===== config.mk =====
export PLATFORM = sky130hd
export DESIGN_NAME = riscv_test_monitor
export DESIGN_NICKNAME = d
export VERILOG_FILES = /design/src/rtl/riscv_test_monitor.sv
export SDC_FILE = /design/constraint.sdc
export NUM_CORES = 1
export LEC_CHECK = 0
export BUFFER_PORTS_ARGS = -buffer_cell sky130_fd_sc_hd__buf_2
export CAP_MARGIN = 20
export CORE_ASPECT_RATIO = 0.75
export CORE_MARGIN = 8
export CORE_UTILIZATION = 50
export CTS_CLUSTER_DIAMETER = 40
export DETAILED_ROUTE_END_ITERATION = 16
export PLACE_DENSITY_LB_ADDON = 0.3
export SLEW_MARGIN = 5
export SYNTH_ARGS = -nofsm -noshare
export SYNTH_HDL_FRONTEND = slang
export SYNTH_SLANG_ARGS = --single-unit

===== constraint.sdc =====
create_clock -name clk -period 2.3 [get_ports clk]
set_input_delay 0.46 -clock clk [delete_from_list [all_inputs] [get_ports clk]]
set_output_delay 0.46 -clock clk [all_outputs]
set_load 0.05 [all_outputs]

===== src/rtl/riscv_test_monitor.sv =====
// Pass/fail monitor for riscv-tests runs: shadows gp (x3), detects the halt fetch and latches a sticky verdict.
// Define TESTMON_INSTRET_EN to add the retire input and the instret counter output.
`timescale 1ns/1ps
module riscv_test_monitor #(
  parameter logic [31:0] HALT_PC        = 32'h44,
  parameter int          TIMEOUT_CYCLES = 6000,
  parameter int          CNT_W          = 32
) (
  input  logic             clk,
  input  logic             rst,
  input  logic             if_valid,
  input  logic [31:0]      if_pc,
  input  logic             wb_en,
  input  logic [4:0]       wb_addr,
  input  logic [31:0]      wb_data,
`ifdef TESTMON_INSTRET_EN
  input  logic             retire,
  output logic [CNT_W-1:0] instret,
`endif
  output logic             done,
  output logic             pass,
  output logic             fail,
  output logic             timeout,
  output logic [30:0]      fail_testnum,
  output logic [CNT_W-1:0] cycle_count
);

  typedef enum logic [1:0] {S_IDLE, S_RUN, S_DONE, S_TOUT} state_t;

  localparam logic [CNT_W-1:0] TOUT_LAST = CNT_W'(TIMEOUT_CYCLES - 1);

  state_t             r_state;
  state_t             w_next;
  logic [31:0]        r_gp_shadow;
  logic               r_gp_one;
  logic [30:0]        r_fail_testnum;
  logic [CNT_W-1:0]   r_cycle_count;

  logic               w_active;
  logic               w_halt;
  logic               w_tout_hit;
  logic               w_gp_wr;
  logic [31:0]        w_gp_eff;
  logic               w_count_en;

  assign w_active   = (r_state == S_IDLE) || (r_state == S_RUN);
  assign w_halt     = (r_state == S_RUN) && if_valid && (if_pc == HALT_PC);
  assign w_tout_hit = (r_state == S_RUN) && !w_halt && (r_cycle_count >= TOUT_LAST);
  assign w_gp_wr    = w_active && wb_en && (wb_addr == 5'd3);
  // A gp write landing on the halt cycle must decide the verdict, so bypass the shadow.
  assign w_gp_eff   = w_gp_wr ? wb_data : r_gp_shadow;
  assign w_count_en = ((r_state == S_IDLE) && if_valid) || (r_state == S_RUN);

  // NOTE: sequential state uses non-blocking (<=) so every register samples pre-edge values.
  always_ff @(posedge clk) begin
    if (!rst) r_state <= S_IDLE;
    else      r_state <= w_next;
  end

  // NOTE: default assignment first keeps this combinational block latch-free.
  always_comb begin
    w_next = r_state;
    unique case (r_state)
      S_IDLE: if (if_valid)        w_next = S_RUN;
      S_RUN: begin
        if (w_halt)                w_next = S_DONE;
        else if (w_tout_hit)       w_next = S_TOUT;
      end
      S_DONE:                      w_next = S_DONE;
      S_TOUT:                      w_next = S_TOUT;
      default:                     w_next = S_IDLE;
    endcase
  end

  always_comb begin
    done         = (r_state == S_DONE) || (r_state == S_TOUT);
    pass         = (r_state == S_DONE) && r_gp_one;
    fail         = (r_state == S_DONE) && !r_gp_one;
    timeout      = (r_state == S_TOUT);
    fail_testnum = r_fail_testnum;
    cycle_count  = r_cycle_count;
  end

  always_ff @(posedge clk) begin
    if (!rst) begin
      r_gp_shadow    <= '0;
      r_gp_one       <= 1'b0;
      r_fail_testnum <= '0;
      r_cycle_count  <= '0;
    end else begin
      if (w_gp_wr) r_gp_shadow <= wb_data;
      if (w_halt) begin
        r_gp_one       <= (w_gp_eff == 32'd1);
        r_fail_testnum <= w_gp_eff[31:1];
      end
      // Saturate rather than wrap so a narrow counter never fakes an early count.
      if (w_count_en && (r_cycle_count != {CNT_W{1'b1}}))
        r_cycle_count <= r_cycle_count + 1'b1;
    end
  end

`ifdef TESTMON_INSTRET_EN
  logic [CNT_W-1:0] r_instret;

  always_ff @(posedge clk) begin
    if (!rst) r_instret <= '0;
    else if ((r_state == S_RUN) && retire && (r_instret != {CNT_W{1'b1}}))
      r_instret <= r_instret + 1'b1;
  end

  assign instret = r_instret;
`endif

endmodule

==> results of run 1 <==
[flip-flops by register name (all words and copies together) (netlist names)]
signal and flops:
r_state 2, cycle_count 32, r_gp_one 1, fail_testnum 31, r_gp_shadow 32
[per-stage QoR]
| stage | cells | hold slack (ns) | utilization | setup WS [ns] | instance area (um2) |
|---|---|---|---|---|---|
| 3_5_place_dp | 697 | 0.4876 | 0.6057 | 0.1834 | 5055 |
| 2_1_floorplan | 465 | 0.4550 | - | 0.1751 | 4237 |
| 5_1_grt | 712 | 0.4018 | 0.6418 | 0.1110 | 5356 |
| 3_3_place_gp | 697 | 0.4695 | 0.6057 | 0.3251 | 5055 |
| 4_1_cts | 712 | 0.3928 | 0.6418 | 0.2393 | 5356 |
| 6_report | 712 | 0.3992 | 0.6418 | 0.2647 | 5356 |
[worst min-delay path, cell delays in order]
cell and delay, ns:
buf_2 0.09, mux2i_1 0.07, nor2_1 0.08
[path summary, 6_finish.rpt]
kind	cells past startpoint	endpoint	startpoint	slack, ns
setup / recovery	6	cycle_count[18]$_SDFFE_PN0P_	cycle_count[1]$_SDFFE_PN0P_	0.26
hold / removal	3	r_gp_shadow[25]$_SDFF_PN0_	wb_data[25]	0.40
setup reg to reg	6	cycle_count[18]$_SDFFE_PN0P_	cycle_count[1]$_SDFFE_PN0P_	0.26
hold reg to reg	2	fail_testnum[10]$_SDFFE_PN0P_	fail_testnum[10]$_SDFFE_PN0P_	0.50
[placed cells by master, fill, tap and decap left out, types with 12 or more instances in the layout]
cell / instances
nor4_1: 21
dfxtp_1: 98
mux2i_1: 38
nor2_1: 82
a21oi_1: 17
nand4_1: 17
nand2_1: 19
buf_2: 139
nand3_1: 14
xnor2_1: 12
o21ai_0: 12
a211oi_1: 35
[metal layers]
layer	vias to the layer above	track usage	routed length, um
met1	1891	0.2604	5410
met4	2	0.05763	189
met2	176	0.3414	5556
li1	1971	-	-
met5	-	0	11
met3	20	0.05510	1187
[power by group]
| group | total (uW) | internal (uW) | switching [uW] |
|---|---|---|---|
| logic | 228 | 88.3 | 139 |
| clock network | 1510 | 872 | 641 |
| registers | 1720 | 1710 | 15.1 |
[logic make-up (layout without fill, tap and decap cells)]
family	Yosys count	count (layout)
and+or+nand+nor	208	208
adders and majority gates	1	1
buffers and inverters	29	168
DFF	98	98
muxes	38	38
xor gates and xnor gates	13	13
AOI/OAI and AO/OA	78	78
[cell type report]
type	count	area, um2
Timing Repair Buffer	147	780.7
Multi-Input combinational cell	338	2155
Inverter	6	22.52
Fill cell	739	2989
Clock buffer	10	239.0
Sequential cell	98	1962
Tap cell	108	135.1
Clock inverter	5	62.56
==> results.py, run 1 <==
metrics = {
    "outcome": {
        "status": "finished clean",
    },
    "sta": {
        "fin_crit_sh": 0.8849,
        "tightest_slew_ns": 0.9118,
        "max_freq_mhz": 491.3,
        "max_slew_margin": 0.3921,
        "tns_ns": 0,
        "skew_ns": 0.004263,
        "slew_viol_final": 0,
        "setup_viol": 0,
        "hold_viol": 0,
        "min_period_ns": 2.035,
        "rsz0062_at_grt": "no",
    },
    "yosys": {
        "ys_top_cells_by_count": "dfxtp_1, nor2_1, mux2i_1, a211oi_1, nor4_1",
        "synth_area_mm2": 0.004237,
        "syn_inst": 465,
        "synth_top_family_by_area": "simple AND/OR/NAND/NOR gates",
        "yosysTopAreaCell": "dfxtp_1",
        "synth_area_per_cell_um2": 9.111,
        "synth_top_flop_cell": "dfxtp_1",
        "yosys.area_share.simple": 0.2602,
        "synthDistinctLibCells": 46,
        "synth_edf_count": 0,
        "synth-compound-area-share": 0.1276,
        "syn-num-nets": 539,
        "synthAdderAreaFrac": 0.002953,
        "yosys.cell_count.top_type": "dfxtp_1",
        "synth-xor-area-share": 0.02688,
        "yosysTopAreaCellShare": 0.4631,
        "ys_top_cells_by_area": "dfxtp_1, mux2i_1, nor2_1, a211oi_1, nor4_1",
        "synth-seq-area-share": 0.4631,
        "ys_ff_latch": 98,
        "synth_async_sr_flop_share": 0,
        "ys_warn_count": 0,
        "synth.mux.area_fraction": 0.08978,
    },
    "route": {
        "wl_um": 12360,
        "num_vias": 4060,
        "dr.pass1.iters": 5,
        "drtIter0Drc": 242,
        "avgRoutedWirePerCell_um": 17.35,
        "post-route-drc-count": 0,
        "via_per_inst": 5.702,
        "ant_nets": 0,
    },
    "job": {
        "maxCapViolCount": 0,
    },
    "worst_setup_path": {
        "endpoint_kind": "register",
        "worstPathRequired_ns": 2.56,
        "crit_chain": "ha_1 -> and3_1 -> nand3_1 -> nor4_2 -> and3_1 -> mux2i_1",
        "crit_path_top_delay_cell": "nor4_2",
        "path_delay_family": "simple AND/OR/NAND/NOR gates",
        "cpMostUsedCell": "and3_1",
        "cp_slowest_stage_delay_ns": 0.50,
        "cp_num_buf_inv": 0,
        "cp.arrival_ns": 2.30,
        "startpoint_type": "register",
        "critPathKind": "reg -> reg",
        "path_max_fanout": 5,
    },
    "layout": {
        "layout-drive-gt1-share": 0.2864,
        "antenna_cells": 0,
        "nNetsFinal": 674,
        "syn_to_final_growth_pct": 26.43,
    },
    "die": {
        "die_y_um": 95.72,
        "row_count": 29,
        "initial_core_util": 0.5076,
        "dieWidth_um": 122.3,
        "core_area_mm2": 0.008346,
        "die_area_mm2": 0.01171,
        "io-pin-count": 140,
    },
    "power": {
        "power_density_mw_per_mm2": 647.0,
        "power_leakage_uw": 0.002394,
        "ir_drop_v": 0.0004754,
        "power.total_uw": 3466,
    },
    "min_path": {
        "hold_class": "in -> reg",
    },
    "cts": {
        "cts_sinks": 98,
        "cts_tree": "yes",
        "clkTransAtPathRegs_ns": 0.07,
        "clk_latency_ns": 0.33,
        "clock_path_buffers": 2,
        "post_cts_buffers": 0,
        "cts_made_buffers": 9,
        "cts-root-buf": "clkbuf_16",
        "cts-resized-gates": 0,
        "cts_hold_buf": 0,
        "h-tree-depth": 3,
    },
    "grt": {
        "grtUsageTotal": 0.2058,
        "grt_pass1_wl_um": 19350,
        "grt_max_degree": 89,
        "globalRouteOverflowTotal": 0,
        "grt_pass1_vias": 3933,
        "antenna_found_initial": 1,
    },
    "place": {
        "hpwl_um": 9122,
        "gp_congestion": 0.8855,
        "port-buffer-count": 139,
    },
}
No activity file was read; power rests on OpenSTA's default activity.
==> run 2: changes to the inputs <==
CORE_ASPECT_RATIO = 0.6   (was 0.75)
PLACE_DENSITY = 0.79   (was default)
PLACE_DENSITY_LB_ADDON = default   (was 0.3)
==> results.py, run 2 (synthesis gave the netlist of run 1 again) <==
metrics = {
    "outcome": {
        "status": "finished clean",
    },
    "layout": {
        "final_cell_mix": "buf_2, dfxtp_1, nor2_1",
        "regArea_mm2": 0.001962,
        "multi_input_comb_area_mm2": 0.002155,
        "layout-drive-gt1-share": 0.2819,
        "fillers": 700,
        "syn_to_final_growth_pct": 25.99,
        "final_common_cell": "buf_2",
        "nNetsFinal": 673,
    },
    "worst_setup_path": {
        "worstPathRequired_ns": 2.53,
        "startpoint_type": "register",
        "endpoint_kind": "register",
        "r2r_end": "cycle_count[7]$_SDFFE_PN0P_",
        "path_max_fanout": 7,
        "rr_startpoint": "cycle_count[0]$_SDFFE_PN0P_",
        "rrSetupSlack_ns": 0.27,
        "cp.arrival_ns": 2.26,
        "crit_start": "cycle_count[0]$_SDFFE_PN0P_",
        "critPathKind": "reg -> reg",
        "crit_path_end": "cycle_count[7]$_SDFFE_PN0P_",
        "rr_worst_depth": 6,
    },
    "sta": {
        "setup_viol": 0,
        "tns_ns": 0,
        "hold_viol": 0,
        "tightest_slew_ns": 0.9011,
        "min_period_ns": 2.033,
        "rsz0062_at_grt": "no",
        "max_slew_margin": 0.3993,
        "skew_ns": 0.006740,
        "slew_viol_final": 0,
        "hold_ws_ns": 0.3759,
        "fin_crit_sh": 0.8841,
        "max_freq_mhz": 491.8,
    },
    "cts": {
        "cts_hold_buf": 0,
        "cts_tree": "yes",
        "cts_made_buffers": 9,
        "clk_latency_ns": 0.34,
        "cts_sinks": 98,
        "post_cts_buffers": 0,
        "cts-resized-gates": 0,
        "clock_path_buffers": 2,
        "cts-root-buf": "clkbuf_16",
        "h-tree-depth": 3,
        "clkTransAtPathRegs_ns": 0.06,
    },
    "route": {
        "ant_nets": 0,
        "post-route-drc-count": 0,
        "drtIter0Drc": 270,
        "wl_um": 12460,
        "dr.pass1.iters": 4,
        "avgRoutedWirePerCell_um": 17.41,
        "via_per_inst": 5.670,
        "num_vias": 4060,
    },
    "place": {
        "port-buffer-count": 139,
        "hpwl_um": 9380,
        "gp_congestion": 0.8824,
    },
    "grt": {
        "grt_max_degree": 89,
        "grt_pass1_wl_um": 19420,
        "grtUsageTotal": 0.2064,
        "antenna_found_initial": 1,
        "grt_pass1_vias": 3803,
        "globalRouteOverflowTotal": 0,
    },
    "power": {
        "ir_drop_v": 0.0003526,
        "power_density_mw_per_mm2": 632.3,
        "power_leakage_uw": 0.002385,
    },
    "die": {
        "dieWidth_um": 134.8,
        "row_count": 26,
        "io-pin-count": 140,
        "initial_core_util": 0.5067,
        "die_area_mm2": 0.01177,
        "core_area_mm2": 0.008361,
        "die_y_um": 87.30,
    },
    "job": {
        "maxCapViolCount": 0,
    },
    "min_path": {
        "hold_depth": 3,
        "hold_class": "in -> reg",
    },
}
==> run 2: cell types whose count changed in the layout (fill, tap and decap cells not counted), sizes merged <==
cell,change
clkinvlp,-2
buf,-1
bufinv,-1
diode,+1
clkbuf,+4
inv,-1
==> run 2: layer usage <==
metal / global-route usage / vias up / part of all wire
met5: 0 / - / 0
met3: 0.06912 / 16 / 0.094
li1: - / 1982 / -
met2: 0.3152 / 159 / 0.44
met1: 0.2689 / 1903 / 0.45
met4: 0.06282 / 0 / 0.015
==> run 2: power breakdown <==
group          internal, uW  switching, uW  total, uW
registers              1710           17.0       1730
clock network           819            605       1420
logic                  84.9            138        223
==> run 2: how the worst min path moves through the flow <==
| stage | start | end | slack, ns |
|---|---|---|---|
| after detailed placement | r_gp_shadow[0]$_SDFF_PN0_ | r_gp_shadow[0]$_SDFF_PN0_ | 0.49 |
| after global routing | wb_data[0] | r_gp_shadow[0]$_SDFF_PN0_ | 0.37 |
| final | wb_data[0] | r_gp_shadow[0]$_SDFF_PN0_ | 0.38 |
| after global placement | r_gp_shadow[0]$_SDFF_PN0_ | r_gp_shadow[0]$_SDFF_PN0_ | 0.47 |
| after floorplan | r_gp_shadow[0]$_SDFF_PN0_ | r_gp_shadow[0]$_SDFF_PN0_ | 0.46 |
| after CTS | wb_data[0] | r_gp_shadow[0]$_SDFF_PN0_ | 0.37 |
==> run 2: through the flow <==
step	worst slack, ns	util	area (um2)	total power [uW]	std cells
2_1_floorplan	0.1751	-	4237	1879	465
3_3_place_gp	0.3727	0.6043	5052	1980	700
3_5_place_dp	0.2673	0.6043	5052	1986	700
4_1_cts	0.3023	0.6381	5335	3406	715
5_1_grt	0.1336	0.6381	5335	3489	715
6_report	0.2666	0.6384	5338	3375	716
==> run 2: worst max-delay path: stages, from the launching register on <==
cell	delay, ns
dfxtp_1	0.42
ha_1	0.22
nand3_1	0.17
nor4_2	0.40
a21oi_1	0.29
and4_1	0.31
mux2i_1	0.11
==> run 2: cell type report <==
type,count,area share
clock buffers,14,0.05134
clock inverters,1,0.001641
well taps,112,0.02625
diodes,1,0.0004688
flip-flops and latches,98,0.3676
repair buffers,146,0.1449
inverters,6,0.004219
multi-input cells,338,0.4037
==> run 3: changes to the inputs <==
CORE_MARGIN = default   (was 8)
==> results.py, run 3 (synthesis gave the netlist of run 1 again) <==
metrics = {
    "cts": {
        "h-tree-depth": 3,
        "cts_tree": "yes",
        "cts_made_buffers": 9,
        "cts-root-buf": "clkbuf_16",
        "clk_latency_ns": 0.33,
        "cts_hold_buf": 0,
        "cts_sinks": 98,
        "clock_path_buffers": 2,
        "cts-resized-gates": 0,
        "clkTransAtPathRegs_ns": 0.07,
        "post_cts_buffers": 0,
    },
    "worst_setup_path": {
        "critPathKind": "reg -> reg",
        "cp_slowest_stage_delay_ns": 0.52,
        "rr_worst_depth": 6,
        "r2r_end": "cycle_count[18]$_SDFFE_PN0P_",
        "endpoint_kind": "register",
        "crit_path_end": "cycle_count[18]$_SDFFE_PN0P_",
        "cpMostUsedCell": "and3_1",
        "rrSetupSlack_ns": 0.28,
        "crit_start": "cycle_count[0]$_SDFFE_PN0P_",
        "startpoint_type": "register",
        "crit_path_top_delay_cell": "nor4_2",
        "rr_startpoint": "cycle_count[0]$_SDFFE_PN0P_",
        "path_max_fanout": 5,
        "cp.arrival_ns": 2.28,
        "worstPathRequired_ns": 2.56,
        "crit_chain": "ha_1 -> and3_1 -> nand3_1 -> nor4_2 -> and3_1 -> mux2i_1",
    },
    "layout": {
        "multi_input_comb_area_mm2": 0.002155,
        "antenna_cells": 0,
        "fillers": 696,
        "nNetsFinal": 673,
        "final_common_cell": "buf_2",
        "regArea_mm2": 0.001962,
        "syn_to_final_growth_pct": 25.90,
        "layout-drive-gt1-share": 0.2864,
        "final_cell_mix": "buf_2, dfxtp_1, nor2_1",
    },
    "outcome": {
        "status": "finished clean",
    },
    "grt": {
        "grt_max_degree": 89,
        "grt_pass1_vias": 3603,
        "globalRouteOverflowTotal": 0,
        "antenna_found_initial": 0,
        "grt_pass1_wl_um": 17360,
        "grtUsageTotal": 0.2521,
    },
    "sta": {
        "rsz0062_at_grt": "no",
        "tns_ns": 0,
        "max_freq_mhz": 494.2,
        "hold_viol": 0,
        "tightest_slew_ns": 0.8838,
        "skew_ns": 0.004596,
        "setup_viol": 0,
        "slew_viol_final": 0,
        "min_period_ns": 2.023,
        "max_slew_margin": 0.4108,
        "fin_crit_sh": 0.8797,
    },
    "die": {
        "row_count": 25,
        "dieWidth_um": 120.8,
        "die_area_mm2": 0.008857,
        "die_y_um": 73.30,
        "core_area_mm2": 0.008039,
        "initial_core_util": 0.5270,
        "io-pin-count": 140,
    },
    "power": {
        "power_leakage_uw": 0.002380,
        "ir_drop_v": 0.0004644,
        "power.total_uw": 3353,
        "power_density_mw_per_mm2": 628.5,
    },
    "place": {
        "hpwl_um": 8293,
        "gp_congestion": 0.9853,
        "port-buffer-count": 139,
    },
    "route": {
        "ant_nets": 0,
        "post-route-drc-count": 0,
        "wl_um": 11340,
        "via_per_inst": 5.730,
        "num_vias": 4080,
        "drtIter0Drc": 255,
        "dr.pass1.iters": 4,
        "avgRoutedWirePerCell_um": 15.93,
    },
    "job": {
        "maxCapViolCount": 0,
    },
    "min_path": {
        "hp-start": "wb_data[0]",
        "hold_class": "in -> reg",
    },
}
## run 3: cell type report
type / count / share of cell area
Clock inverter: 7 / 0.01149
Sequential cell: 98 / 0.3678
Inverter: 6 / 0.004222
Tap cell: 108 / 0.02533
Clock buffer: 9 / 0.04222
Multi-Input combinational cell: 338 / 0.4039
Timing Repair Buffer: 146 / 0.1450
## run 3: through the flow
step	setup WS, ns	hold WS (ns)	utilization	cells	instance area, um2
2_1_floorplan	0.1751	0.4550	-	465	4237
3_3_place_gp	0.1699	0.4706	0.6279	696	5047
3_5_place_dp	0.03637	0.4861	0.6279	696	5047
4_1_cts	0.3159	0.3895	0.6635	712	5334
5_1_grt	0.1490	0.4012	0.6635	712	5334
6_report	0.2766	0.3905	0.6635	712	5334
## run 3: per-layer routing
metal | global-route usage | vias to the layer above | part of all wire
met1 | 0.3579 | 1956 | 0.49
li1 | - | 1977 | -
met2 | 0.4000 | 139 | 0.45
met4 | 0.05624 | 0 | 0.0081
met5 | 0 | - | 0
met3 | 0.04736 | 8 | 0.059
## run 3: critical path: cells and delay by family, from the launching register on
family,cells,cell delay [ns]
and+or+nand+nor,4,1.16
muxes,1,0.17
adders and majority gates,1,0.22
DFF,1,0.41
## run 3: report_power, final
part           switching, uW  leakage [uW]  internal, uW
registers               16.5      0.000790          1710
logic                    135       0.00146          84.8
clock network            657      0.000134           750
total                    808       0.00238          2540
## run 3: worst min-delay path by stage
stage / to / slack (ns) / cells past startpoint
after detailed placement: r_gp_shadow[0]$_SDFF_PN0_ / 0.49 / 2
after CTS: r_gp_shadow[0]$_SDFF_PN0_ / 0.39 / 3
after floorplan: r_gp_shadow[0]$_SDFF_PN0_ / 0.46 / 2
after global placement: r_gp_shadow[0]$_SDFF_PN0_ / 0.47 / 2
after global routing: r_gp_shadow[12]$_SDFF_PN0_ / 0.40 / 3
final: r_gp_shadow[0]$_SDFF_PN0_ / 0.39 / 3
